===== src/rtl/apb_arb_pkg.sv =====
`default_nettype none
// ============================================================================
//  Module      : apb_arb_pkg
//  Description : Shared types, default widths and the round-robin pick helper
//                for the APB master arbiter.
//  Contents    : arb_state_e  - arbiter phase (IDLE / SETUP / ACCESS)
//                rr_pick()    - first requester at or after a pointer, wrapping
//  Revision    : 1.0 - initial release
// ============================================================================
package apb_arb_pkg;

    localparam int c_DEF_MASTER_COUNT   = 4;
    localparam int c_DEF_ADDR_WIDTH     = 32;
    localparam int c_DEF_DATA_WIDTH     = 32;
    localparam int c_DEF_TIMEOUT_CYCLES = 256;

    // rr_pick works on a fixed-width request vector; callers zero-extend.
    localparam int c_MAX_MASTERS = 32;
    localparam int c_MAX_IDX_W   = 5;

    localparam logic [1:0] c_ST_IDLE   = 2'd0;
    localparam logic [1:0] c_ST_SETUP  = 2'd1;
    localparam logic [1:0] c_ST_ACCESS = 2'd2;

    typedef enum logic [1:0] {
        IDLE   = c_ST_IDLE,
        SETUP  = c_ST_SETUP,
        ACCESS = c_ST_ACCESS
    } arb_state_e;

    // Returns the first set bit of req searching ptr, ptr+1, ... modulo count.
    // Walking offsets from high to low lets the smallest offset win last.
    // With no request set the result is ptr (callers qualify with |req).
    function automatic int unsigned rr_pick(
        input logic [c_MAX_MASTERS-1:0] req,
        input int unsigned              ptr,
        input int unsigned              count
    );
        int unsigned idx;
        int unsigned pick;
        pick = ptr;
        for (int off = c_MAX_MASTERS - 1; off >= 0; off--) begin
            if (unsigned'(off) < count) begin
                idx = ptr + unsigned'(off);
                if (idx >= count) begin
                    idx = idx - count;
                end
                if (req[idx[c_MAX_IDX_W-1:0]]) begin
                    pick = idx;
                end
            end
        end
        return pick;
    endfunction

endpackage
`default_nettype wire


===== src/rtl/apb_rr_picker.sv =====
`default_nettype none
// ============================================================================
//  Module      : apb_rr_picker
//  Description : Combinational round-robin priority select.
//  Ports       : i_req   - request vector (N bits)
//                i_ptr   - index with highest priority this round
//                o_valid - at least one request present
//                o_index - selected requester
//  Revision    : 1.0 - initial release
// ============================================================================
module apb_rr_picker
    import apb_arb_pkg::*;
#(
    parameter int N    = c_DEF_MASTER_COUNT,
    parameter int IDXW = 2
) (
    input  logic [N-1:0]    i_req,
    input  logic [IDXW-1:0] i_ptr,
    output logic            o_valid,
    output logic [IDXW-1:0] o_index
);

    logic [c_MAX_MASTERS-1:0] w_req_ext;

    always_comb begin
        w_req_ext        = '0;
        w_req_ext[N-1:0] = i_req;
    end

    assign o_valid = |i_req;
    assign o_index = IDXW'(rr_pick(w_req_ext, 32'(i_ptr), unsigned'(N)));

endmodule
`default_nettype wire


===== src/rtl/apb_master_arbiter.sv =====
`default_nettype none
// ============================================================================
//  Module      : apb_master_arbiter
//  Description : Round-robin arbiter sharing one downstream APB bus among
//                APB_MASTER_COUNT masters. The SETUP/ACCESS phases are
//                regenerated locally; losing masters see pready low.
//  Ports       : clk_i, rst_i (sync, active high)
//                m_*_i / m_*_o  - per-master APB request / response
//                p*_o / p*_i    - downstream APB bus
//                grant_idx_o    - current/last granted master
//                busy_o         - a transfer is in flight
//  Option      : APB_ARB_TIMEOUT_EN - abort an ACCESS phase after
//                TIMEOUT_CYCLES cycles without pready_i, answering with error
//  Revision    : 1.0 - initial release
// ============================================================================
module apb_master_arbiter
    import apb_arb_pkg::*;
#(
    parameter int APB_MASTER_COUNT = c_DEF_MASTER_COUNT,
    parameter int APB_ADDR_WIDTH   = c_DEF_ADDR_WIDTH,
    parameter int APB_DATA_WIDTH   = c_DEF_DATA_WIDTH,
    parameter int TIMEOUT_CYCLES   = c_DEF_TIMEOUT_CYCLES,
    localparam int c_IDXW = (APB_MASTER_COUNT > 1) ? $clog2(APB_MASTER_COUNT) : 1
) (
    input  logic                                           clk_i,
    input  logic                                           rst_i,
    input  logic [APB_MASTER_COUNT-1:0]                    m_psel_i,
    input  logic [APB_MASTER_COUNT-1:0][APB_ADDR_WIDTH-1:0] m_paddr_i,
    input  logic [APB_MASTER_COUNT-1:0]                    m_pwrite_i,
    input  logic [APB_MASTER_COUNT-1:0]                    m_penable_i,
    input  logic [APB_MASTER_COUNT-1:0][APB_DATA_WIDTH-1:0] m_pwdata_i,
    output logic [APB_MASTER_COUNT-1:0][APB_DATA_WIDTH-1:0] m_prdata_o,
    output logic [APB_MASTER_COUNT-1:0]                    m_pready_o,
    output logic [APB_MASTER_COUNT-1:0]                    m_pslverr_o,
    output logic                                           psel_o,
    output logic [APB_ADDR_WIDTH-1:0]                      paddr_o,
    output logic                                           pwrite_o,
    output logic                                           penable_o,
    output logic [APB_DATA_WIDTH-1:0]                      pwdata_o,
    input  logic [APB_DATA_WIDTH-1:0]                      prdata_i,
    input  logic                                           pready_i,
    input  logic                                           pslverr_i,
    output logic [c_IDXW-1:0]                              grant_idx_o,
    output logic                                           busy_o
);

    localparam logic [c_IDXW-1:0] c_LAST_IDX = c_IDXW'(APB_MASTER_COUNT - 1);

    arb_state_e        r_state;
    logic [c_IDXW-1:0] r_grant;
    logic [c_IDXW-1:0] r_rr_ptr;

    logic              w_pick_valid;
    logic [c_IDXW-1:0] w_pick_idx;
    logic [c_IDXW-1:0] w_next_ptr;
    logic              w_timeout;
    logic              w_finish;

    // Master-side penable carries no information here: phases are regenerated.
    logic              w_unused_penable;
    assign w_unused_penable = ^m_penable_i;

    apb_rr_picker #(
        .N    (APB_MASTER_COUNT),
        .IDXW (c_IDXW)
    ) u_picker (
        .i_req   (m_psel_i),
        .i_ptr   (r_rr_ptr),
        .o_valid (w_pick_valid),
        .o_index (w_pick_idx)
    );

    assign w_next_ptr = (r_grant == c_LAST_IDX) ? '0 : r_grant + c_IDXW'(1);

`ifdef APB_ARB_TIMEOUT_EN
    localparam int c_TMO_W = $clog2(TIMEOUT_CYCLES + 1);

    logic [c_TMO_W-1:0] r_tmo_cnt;

    // Fires on the TIMEOUT_CYCLES-th ACCESS cycle still lacking pready_i.
    assign w_timeout = (r_state == ACCESS) && !pready_i
                       && (r_tmo_cnt == c_TMO_W'(TIMEOUT_CYCLES - 1));

    always_ff @(posedge clk_i) begin
        if (rst_i) begin
            r_tmo_cnt <= '0;
        end else if (r_state == SETUP) begin
            r_tmo_cnt <= '0;
        end else if ((r_state == ACCESS) && !pready_i) begin
            r_tmo_cnt <= r_tmo_cnt + c_TMO_W'(1);
        end
    end
`else
    assign w_timeout = 1'b0;
`endif

    assign w_finish = (r_state == ACCESS) && (pready_i || w_timeout);

    always_ff @(posedge clk_i) begin
        if (rst_i) begin
            r_state  <= IDLE;
            r_grant  <= '0;
            r_rr_ptr <= '0;
        end else begin
            case (r_state)
                IDLE: begin
                    if (w_pick_valid) begin
                        r_grant <= w_pick_idx;
                        r_state <= SETUP;
                    end
                end
                SETUP: begin
                    r_state <= ACCESS;
                end
                ACCESS: begin
                    if (w_finish) begin
                        r_rr_ptr <= w_next_ptr;
                        r_state  <= IDLE;
                    end
                end
                default: begin
                    r_state <= IDLE;
                end
            endcase
        end
    end

    assign psel_o      = (r_state != IDLE);
    assign penable_o   = (r_state == ACCESS);
    assign busy_o      = (r_state != IDLE);
    assign grant_idx_o = r_grant;

    always_comb begin
        paddr_o  = '0;
        pwrite_o = 1'b0;
        pwdata_o = '0;
        if (r_state != IDLE) begin
            paddr_o  = m_paddr_i[r_grant];
            pwrite_o = m_pwrite_i[r_grant];
            pwdata_o = m_pwdata_i[r_grant];
        end
    end

    // A granted master that dropped its request gets no response; the
    // downstream transfer still completes so the slave stays protocol-clean.
    always_comb begin
        m_pready_o  = '0;
        m_pslverr_o = '0;
        m_prdata_o  = '0;
        if (w_finish && m_psel_i[r_grant]) begin
            m_pready_o[r_grant] = 1'b1;
            if (w_timeout) begin
                m_pslverr_o[r_grant] = 1'b1;
            end else begin
                m_pslverr_o[r_grant] = pslverr_i;
                m_prdata_o[r_grant]  = prdata_i;
            end
        end
    end

endmodule
`default_nettype wire


===== config.mk =====
export PLATFORM = sky130hd
export DESIGN_NAME = apb_master_arbiter
export DESIGN_NICKNAME = d
export VERILOG_FILES = /design/src/rtl/apb_arb_pkg.sv /design/src/rtl/apb_rr_picker.sv /design/src/rtl/apb_master_arbiter.sv
export SDC_FILE = /design/constraint.sdc
export NUM_CORES = 1
export LEC_CHECK = 0
export BUFFER_PORTS_ARGS = -buffer_cell sky130_fd_sc_hd__buf_2
export CAP_MARGIN = 20
export CORE_AREA = 4 4 195 197
export CTS_BUF_LIST = sky130_fd_sc_hd__clkbuf_4
export CTS_CLUSTER_DIAMETER = 30
export CTS_CLUSTER_SIZE = 10
export DETAILED_ROUTE_END_ITERATION = 8
export DIE_AREA = 0 0 199 201
export SYNTH_ARGS = -nofsm -noshare
export SYNTH_HDL_FRONTEND = slang
export SYNTH_SLANG_ARGS = --single-unit

===== constraint.sdc =====
create_clock -name clk_i -period 2.2 [get_ports clk_i]
set_clock_uncertainty 0.05 [all_clocks]
set_input_delay 0.11 -clock clk_i [delete_from_list [all_inputs] [get_ports clk_i]]
set_output_delay 0.11 -clock clk_i [all_outputs]
set_load 0.005 [all_outputs]

# Word level (Yosys, flattened, before mapping)
# Cells that the tools add are included.
[totals]
wordCells = 75
output_inout_bits = 206
reg_bits = 6
[classes]
bitwise_logic = 2
n_eq_ne = 5
magnitude_cmp = 10
mux = 38
reduce_logical = 9
addsub = 8
[op_table]
columns = ["operator", "count"]
rows = [
  ["two-way mux 32 bit", 5],
  ["bitwise AND 128 bit", 1],
  ["binary-select mux 32 bit (select 2 bit)", 2],
  ["two-way mux 128 bit", 1],
  [">= comparator 32 x 3 -> 1 bit, second input constant", 3],
  ["demux 32 bit (select 2 bit)", 1],
  ["less-than comparator 5 x 6 -> 1 bit, second input constant", 4],
  ["binary-select mux 1 bit (select 5 bit)", 4],
  ["two-way mux 5 bit", 4],
  ["two-way mux 2 bit", 7],
  ["subtractor 3 x 3 -> 4 bit, second input constant", 3],
  ["two-way mux 1 bit", 8],
  ["two-way mux 4 bit", 2],
  ["adder 2 x 2 -> 3 bit, second input constant", 2],
  ["one-hot mux 2 bit (3 select lines)", 1],
  ["AND reduction 2 bit", 3],
  ["bitwise AND 4 bit", 1],
  ["binary-select mux 1 bit (select 2 bit)", 2],
  ["equality test 2 bit, second input constant", 2],
  ["!= test 2 x 1 -> 1 bit, second input constant", 2],
  ["OR reduction 4 bit", 1],
  ["subtractor 2 x 3 -> 4 bit, second input constant", 1],
  ["adder 2 x 1 -> 3 bit, second input constant", 1],
  [">= comparator 2 x 3 -> 1 bit, second input constant", 1],
  ["other kinds (8)", 10],
]

# Logic depth before layout (Yosys ltp)
# Gate-level depths: netlist of the first run.
[logic_depth]
word_depth = 9
ltp_mapped = 8
mapped_depth_nobuf = 7

# Cells and area by module
# A second synthesis of the first run with hierarchy kept.
[hier_totals]
hier_cells = 383
area_unflattened_um2 = 3642.2
[by_module_without_submodules]
columns = ["module", "cells_per_inst", "area_each_um2", "seq_area_each_um2", "instances"]
rows = [
  ["apb_master_arbiter", 335, 3271.9, 120.1, 1],
  ["apb_rr_picker", 48, 370.4, 0.0, 1],
]

# Worst setup path after synthesis of the first run
# No wires, ideal clock.
[synth_timing]
path_type = "register to register"
start = "reg r_rr_ptr[0]"
end = "reg r_grant[0] (netlist: grant_idx_o[0])"
arrival_ps = 1966
period_less_slack_ps = 2136
path_stages_with_launch = 9
n_path_buf = 1
setup_ps = 120
path_slack_ps = 64
cell_sequence = "dfxtp_1 buf_4 inv_1 ha_1 a21bo_2 a2bb2oi_1 o31a_1 o21a_1 o31a_1"
[synth_between]
elab_chain_cells = 9
[synth_lines]
columns = ["element", "line_no", "source"]
rows = [
  ["from (decl)", "apb_master_arbiter.sv:51", "logic [c_IDXW-1:0] r_rr_ptr;"],
  ["from (signal assigned)", "apb_master_arbiter.sv:117", "r_rr_ptr <= w_next_ptr;"],
  ["adder 2 x 2 -> 3 bit", "apb_arb_pkg.sv:44", "idx = ptr + unsigned'(off);"],
  [">= comparator 32 x 3 -> 1 bit / subtractor 3 x 3 -> 4 bit (equally long branches)", "apb_arb_pkg.sv:45, apb_arb_pkg.sv:46", ""],
  ["two-way mux 5 bit", "apb_arb_pkg.sv:45", "if (idx >= count) begin"],
  ["binary-select mux 1 bit (select 5 bit)", "apb_arb_pkg.sv:48", "if (req[idx[c_MAX_IDX_W-1:0]]) begin"],
  ["two-way mux 1 bit (not written as such)", "apb_arb_pkg.sv:48", ""],
  ["two-way mux 2 bit (3 in a row)", "apb_arb_pkg.sv:48", ""],
  ["two-way mux 2 bit *", "apb_arb_pkg.sv:48", ""],
  ["to (signal assigned)", "apb_master_arbiter.sv:108", "r_grant <= w_pick_idx;"],
  ["to (decl)", "apb_master_arbiter.sv:50", "logic [c_IDXW-1:0] r_grant;"],
]
# Mark *: on every way between the ends. The rest lies on a longest branch, timed or not. The select of a mux whose other input is x is not followed.
# A chain may end at the register's enable or synchronous reset.

==> run_results.csv, run 1 <==
group,metric,value,unit
placed_design,gp_congestion,1.02,
setup_path,worstSetupPathType,"reg -> out",
clock_tree,cts_hold_buf,0,
global_routing,grt_pass1_vias,4896,
timing,fmax,0.471,GHz
timing,hold_viol,0,
timing,finalCritPeriodShare,0.966,
pwr,power_frac_comb,0.861,
global_routing,grt_pass1_wl,31800,um
yosys,synth_seq_cells,6,
clock_tree,root_buffer,"clkbuf_4",
yosys,ys_top_cells_by_area,"mux4_2 (43%), and3_1 (24%), and2_1 (12%)",
run,drv_cap,0,
finish,fill_cells,4099,
detailed_routing,first_pass_iters,5,
placed_design,hpwl,19900,um
finish,drive_above_1_share,0.705,
yosys,yosys.area.top_type,"mux4_2",
yosys,yosysUniqueCellTypes,29,
clock_tree,cts_max_path_buffers,2,
timing,min_period,2.12,ns
detailed_routing,ant_nets,0,
placed_design,post-place-cells,1319,
clock_tree,clk_pin_slew,0.06,ns
clock_tree,cts_tree,"yes",
detailed_routing,drt-initial-drc-count,485,
global_routing,grt_antenna_before_repair,6,
pwr,p_leak,0.00402,uW
yosys,ys_seq_area_frac,0.0340,
setup_path,cp-end-kind,"output port",
pwr,p_int,1100,uW
detailed_routing,vias_per_cell,4.02,
detailed_routing,drc,0,
die,rows,70,
setup_path,cp_data_required_time,2.04,ns
global_routing,grt_max_degree,137,
finish,nets,1175,
die,core-area,0.0363,sq mm
pwr,clkPwrFrac,0.068,
global_routing,gr-total-overflow,0,
yosys,synth_top_area_frac,0.427,
yosys,yosys_warnings,0,
yosys,synthesis.nets,694,
setup_path,crit_fanout,34,
detailed_routing,num_vias,5353,
finish,fin_cells,1333,
pwr,power_density,287,mW/mm^2
timing,tightest_slew,0.623,ns
yosys,syn-cell-area,0.00353,sq mm
die,die-area,0.0400,sq mm
timing,setup_viol,0,
yosys,async_flop_share,0,
pwr,power_frac_seq,0.071,
detailed_routing,post_drt_wl_per_cell,17.8,um
placed_design,io_buffers,505,
timing,relSlewSlack,0.585,
timing,rsz0062_at_grt,"no",
min_path,hold_class,"in -> reg",
yosys,synth_flop_cell,"dfxtp_1",
timing,slew_viol_final,0,
yosys,synth_enable_flop_cells,0,
setup_path,r2r_cells,7,
die,die_x,199,um
pwr,p_sw,827,uW
pwr,ir_worst_vdd,0.000305,V
die,io_pins,510,
finish,synthToLayoutAreaGrowth,90.2,%
finish,finish.utilization,0.185,
setup_path,cp-start-kind,"flip-flop",
global_routing,grt_usage,0.102,
status,status,"finished clean",
die,start_util,0.0974,
detailed_routing,wl,23800,um
clock_tree,numCtsBuffers,3,
min_path,hold_depth,2,
yosys,avgSynthCellArea,9.27,sq um
clock_tree,clk_latency,0.26,ns
die,die_h,201,um
yosys,syn_inst,381,
setup_path,crit_arrival,1.96,ns
clock_tree,htreeDepth,1,
clock_tree,cts_sinks,6,
pwr,swShare,0.429,
-- layer usage --
metal / routed length (um) / GRT usage / part of all wire / vias up
li1: - / - / - / 2434
met1: 9480 / 0.135 / 0.40 / 2574
met2: 12100 / 0.180 / 0.51 / 329
met3: 2160 / 0.0201 / 0.091 / 14
met4: 77 / 0.00611 / 0.0032 / 2
met5: 13 / 0 / 0.00055 / -
-- cells in the mapped netlist (2+ instances only) --
cell type / count
and3_1: 133
and2_1: 69
mux4_2: 67
clkbuf_1: 30
buf_2: 9
ha_1: 9
a21oi_1: 8
nor2_1: 8
dfxtp_1: 6
buf_6: 5
mux2i_1: 5
buf_1: 4
inv_1: 4
nor3_1: 4
buf_4: 3
nand2_1: 3
o31a_1: 2
-- per-stage QoR --
stage | total power (uW) | hold slack (ns) | setup WS [ns] | setup TNS, ns | instance area, sq um
floorplan | 1020 | 0.129 | 0.0641 | 0 | 3530
global placement | 1760 | 0.323 | 0.204 | 0 | 6570
detailed placement | 1780 | 0.309 | 0.157 | 0 | 6570
CTS | 1930 | 0.0373 | -0.000786 | -0.00141 | 6630
global route | 2080 | 0.0464 | 0.00977 | 0 | 6710
finish | 1930 | 0.0491 | 0.0752 | 0 | 6720
-- cells in the final DEF, fill, tap and decap left out, drive strengths merged --
cell type	instances
nor2	8
buf	525
nand3	1
a211o	1
a21o	1
or2	1
nand2b	1
mux4	67
nand2	3
ha	9
diode	4
a311oi	1
and3	133
o21ai	1
clkbuf	6
a21bo	1
inv	4
o31a	2
a2bb2oi	1
mux2	1
mux2i	5
dfxtp	6
o21a	1
nor3	4
and2	69
nor2b	1
a21oi	8
-- path summary, 6_finish.rpt --
path	endpoint	startpoint	slack, ns
max	m_prdata_o[101]	grant_idx_o[1]	0.08
min	r_state[0]	rst_i	0.05
max reg2reg	grant_idx_o[0]	r_rr_ptr[0]	0.21
min reg2reg	r_state[1]	r_state[1]	0.48
-- power by group through the flow --
stage	Sequential, uW	Combinational [uW]	Clock, uW
2_1_floorplan	133	889	0
3_3_place_gp	148	1610	0
3_5_place_dp	148	1630	0
4_1_cts	139	1660	134
5_1_grt	140	1800	143
6_report	137	1660	131
-- repair_timing --
| item | in CTS | in global routing |
|---|---|---|
| buffers inserted | 3 | 0 |
| gates cloned | 0 | 3 |
| endpoints found under the setup margin | 73 | 135 |
| pin swaps | 0 | 0 |
| gates resized for setup | 2 | 3 |
-- layout make-up --
| cell class | instances | area [sq um] | area share |
|---|---|---|---|
| multi-input cells | 320 | 3160 | 0.470 |
| repair buffers | 527 | 2790 | 0.415 |
| well taps | 468 | 586 | 0.0872 |
| flip-flops and latches | 6 | 128 | 0.0190 |
| clock buffers | 4 | 30.0 | 0.00447 |
| inverters | 4 | 15.0 | 0.00224 |
| diodes | 4 | 10.0 | 0.00149 |
-- registers in the layout, summed over array words and instances (netlist names) --
signal	count
grant_idx_o	2
r_rr_ptr	2
r_state	2
-- critical path, stage by stage, from the launching register on --
cell	delay, ns
dfxtp_4	0.39
mux4_2	0.51
and3_4	0.26
clkbuf_16	0.21
and3_4	0.20
buf_2	0.13
-- cell families after synthesis --
family                     Yosys count  synth area share
muxes                               73             0.445
adders and majority gates            9            0.0319
buffers and inverters               55            0.0754
and+or+nand+nor                    221             0.382
AOI/OAI and AO/OA                   17            0.0322
DFF                                  6            0.0340
Power figures use the tool's default switching activity.
==> run 2: changes to the inputs <==
Settings changed: CORE_AREA 4 4 195 197 to 4 4 197 199, DIE_AREA 0 0 199 201 to 0 0 201 203.
==> run_results.csv, run 2 (synthesis results as in run 1) <==
group,metric,value,unit
clock_tree,root_buffer,"clkbuf_4",
placed_design,placed_cell_area,0.00658,sq mm
clock_tree,cts_tree,"yes",
setup_path,startpoint,"grant_idx_o[1]",
detailed_routing,ant_nets,0,
detailed_routing,drc,0,
clock_tree,cts_hold_buf,0,
finish,most-common-layout-cells,"buf_2 (505), and3_1 (128), and2_1 (69)",
timing,tightest_slew,0.532,ns
die,rows,71,
global_routing,grt_antenna_before_repair,8,
setup_path,crit_arrival,1.96,ns
timing,min_period,2.12,ns
clock_tree,clk_pin_slew,0.05,ns
clock_tree,htreeDepth,1,
setup_path,r2r_cells,7,
clock_tree,cts_sinks,6,
finish,fill_cells,4171,
global_routing,gr-total-overflow,0,
timing,whs,0.0608,ns
setup_path,cp_slowest_cell,"ha_2",
clock_tree,clk_latency,0.25,ns
die,die-area,0.0408,sq mm
finish,stdcell_area,0.00671,sq mm
setup_path,crit_chain,"buf_12 > ha_2 > buf_12 > and3_1 > buf_2",
setup_path,cp-start-kind,"flip-flop",
die,io_pins,510,
min_path,hold_depth,2,
min_path,hold_class,"in -> reg",
pwr,p_leak,0.00400,uW
setup_path,cp-endpoint,"m_prdata_o[127]",
timing,slew_viol_final,0,
pwr,ir_worst_vdd,0.000222,V
detailed_routing,wl,23600,um
setup_path,path_delay_family,"buffers and inverters",
global_routing,grt_pass1_wl,31900,um
clock_tree,cts_max_path_buffers,2,
global_routing,gr-usage-met1,0.132,
timing,finalCritPeriodShare,0.964,
timing,hold_viol,0,
detailed_routing,vias_per_cell,3.96,
detailed_routing,num_vias,5284,
setup_path,cpPeakStageDelay,0.40,ns
clock_tree,numCtsBuffers,3,
finish,synthToLayoutAreaGrowth,89.9,%
die,die_h,203,um
finish,drive_above_1_share,0.707,
die,die_x,201,um
setup_path,crit_cells,5,
die,start_util,0.0949,
global_routing,met3_usage,0.0249,
status,status,"finished clean",
pwr,power_density,285,mW/mm^2
finish,nets,1174,
timing,tns,0,ns
timing,relSlewSlack,0.645,
placed_design,gp_congestion,0.841,
setup_path,crit_fanout,69,
run,drv_cap,0,
detailed_routing,post_drt_wl_per_cell,17.7,um
placed_design,hpwl,19800,um
setup_path,worstReg2RegEnd,"grant_idx_o[0]",
global_routing,grt_max_degree,137,
global_routing,grt_usage,0.0995,
global_routing,grt_busiest_layer,"met2",
setup_path,crit_buf_inv,3,
global_routing,grt_pass1_vias,4986,
setup_path,cp-end-kind,"output port",
die,core-area,0.0372,sq mm
detailed_routing,drt-initial-drc-count,536,
setup_path,cp_data_required_time,2.04,ns
setup_path,worstSetupPathType,"reg -> out",
global_routing,use_met2,0.172,
finish,final_common_cell,"buf_2",
setup_path,reg2reg_from,"r_rr_ptr[0]",
setup_path,crit_top_cell,"buf_12",
timing,rsz0062_at_grt,"no",
detailed_routing,first_pass_iters,4,
placed_design,io_buffers,505,
timing,fmax,0.472,GHz
setup_path,rrSetupSlack,0.20,ns
timing,setup_viol,0,
-- run 2: cell count changes in the layout (fill, tap and decap cells not counted) --
| cell | previous run | this run |
|---|---|---|
| ha_1 | 7 | 8 |
| and3_1 | 131 | 128 |
| clkbuf_16 | 2 | 1 |
| buf_12 | 3 | 4 |
| buf_6 | 1 | 0 |
| clkbuf_4 | 4 | 3 |
| and3_4 | 2 | 5 |
| ha_2 | 2 | 1 |
| diode_2 | 4 | 2 |
-- run 2: worst min path at each step --
stage | startpoint | to | slack [ns]
floorplan | rst_i | r_rr_ptr[1] | 0.13
global placement | rst_i | r_rr_ptr[0] | 0.31
detailed placement | rst_i | r_rr_ptr[1] | 0.32
CTS | rst_i | r_rr_ptr[1] | 0.06
global route | rst_i | r_state[0] | 0.06
finish | rst_i | r_rr_ptr[1] | 0.06
-- run 2: timing repair --
action | in CTS | in global routing
setup buffers | 4 | 0
endpoints found under the setup margin | 143 | 86
cloned | 0 | 1
resized for setup | 0 | 7
-- run 2: metal layers --
layer,routed length (um),up-vias
li1,-,2422
met1,9640,2577
met2,11900,267
met3,1970,12
met4,73,6
met5,41,-
-- run 2: power by group --
part	total, uW	switching (uW)	internal [uW]
registers	132	10.9	121
clock network	103	41.4	61.8
logic	1680	786	894
total	1910	838	1080
-- run 2: final cells by class --
class	count	area (sq um)	area share
timing repair buffer	526	2770	0.413
multi-input combinational	320	3170	0.473
sequential	6	128	0.0190
tap	474	593	0.0884
clock buffer	3	22.5	0.00336
inverter	4	15.0	0.00224
antenna	2	5.00	0.000746
-- run 2: through the flow --
stage | util | setup slack, ns | instances | total power [uW]
finish | 0.180 | 0.0797 | 1335 | 1910
global route | 0.180 | 0.0199 | 1334 | 2080
CTS | 0.179 | 0.0520 | 1332 | 1950
detailed placement | 0.177 | 0.198 | 1325 | 1810
global placement | 0.177 | 0.202 | 1325 | 1780
floorplan | - | 0.0641 | 381 | 1020
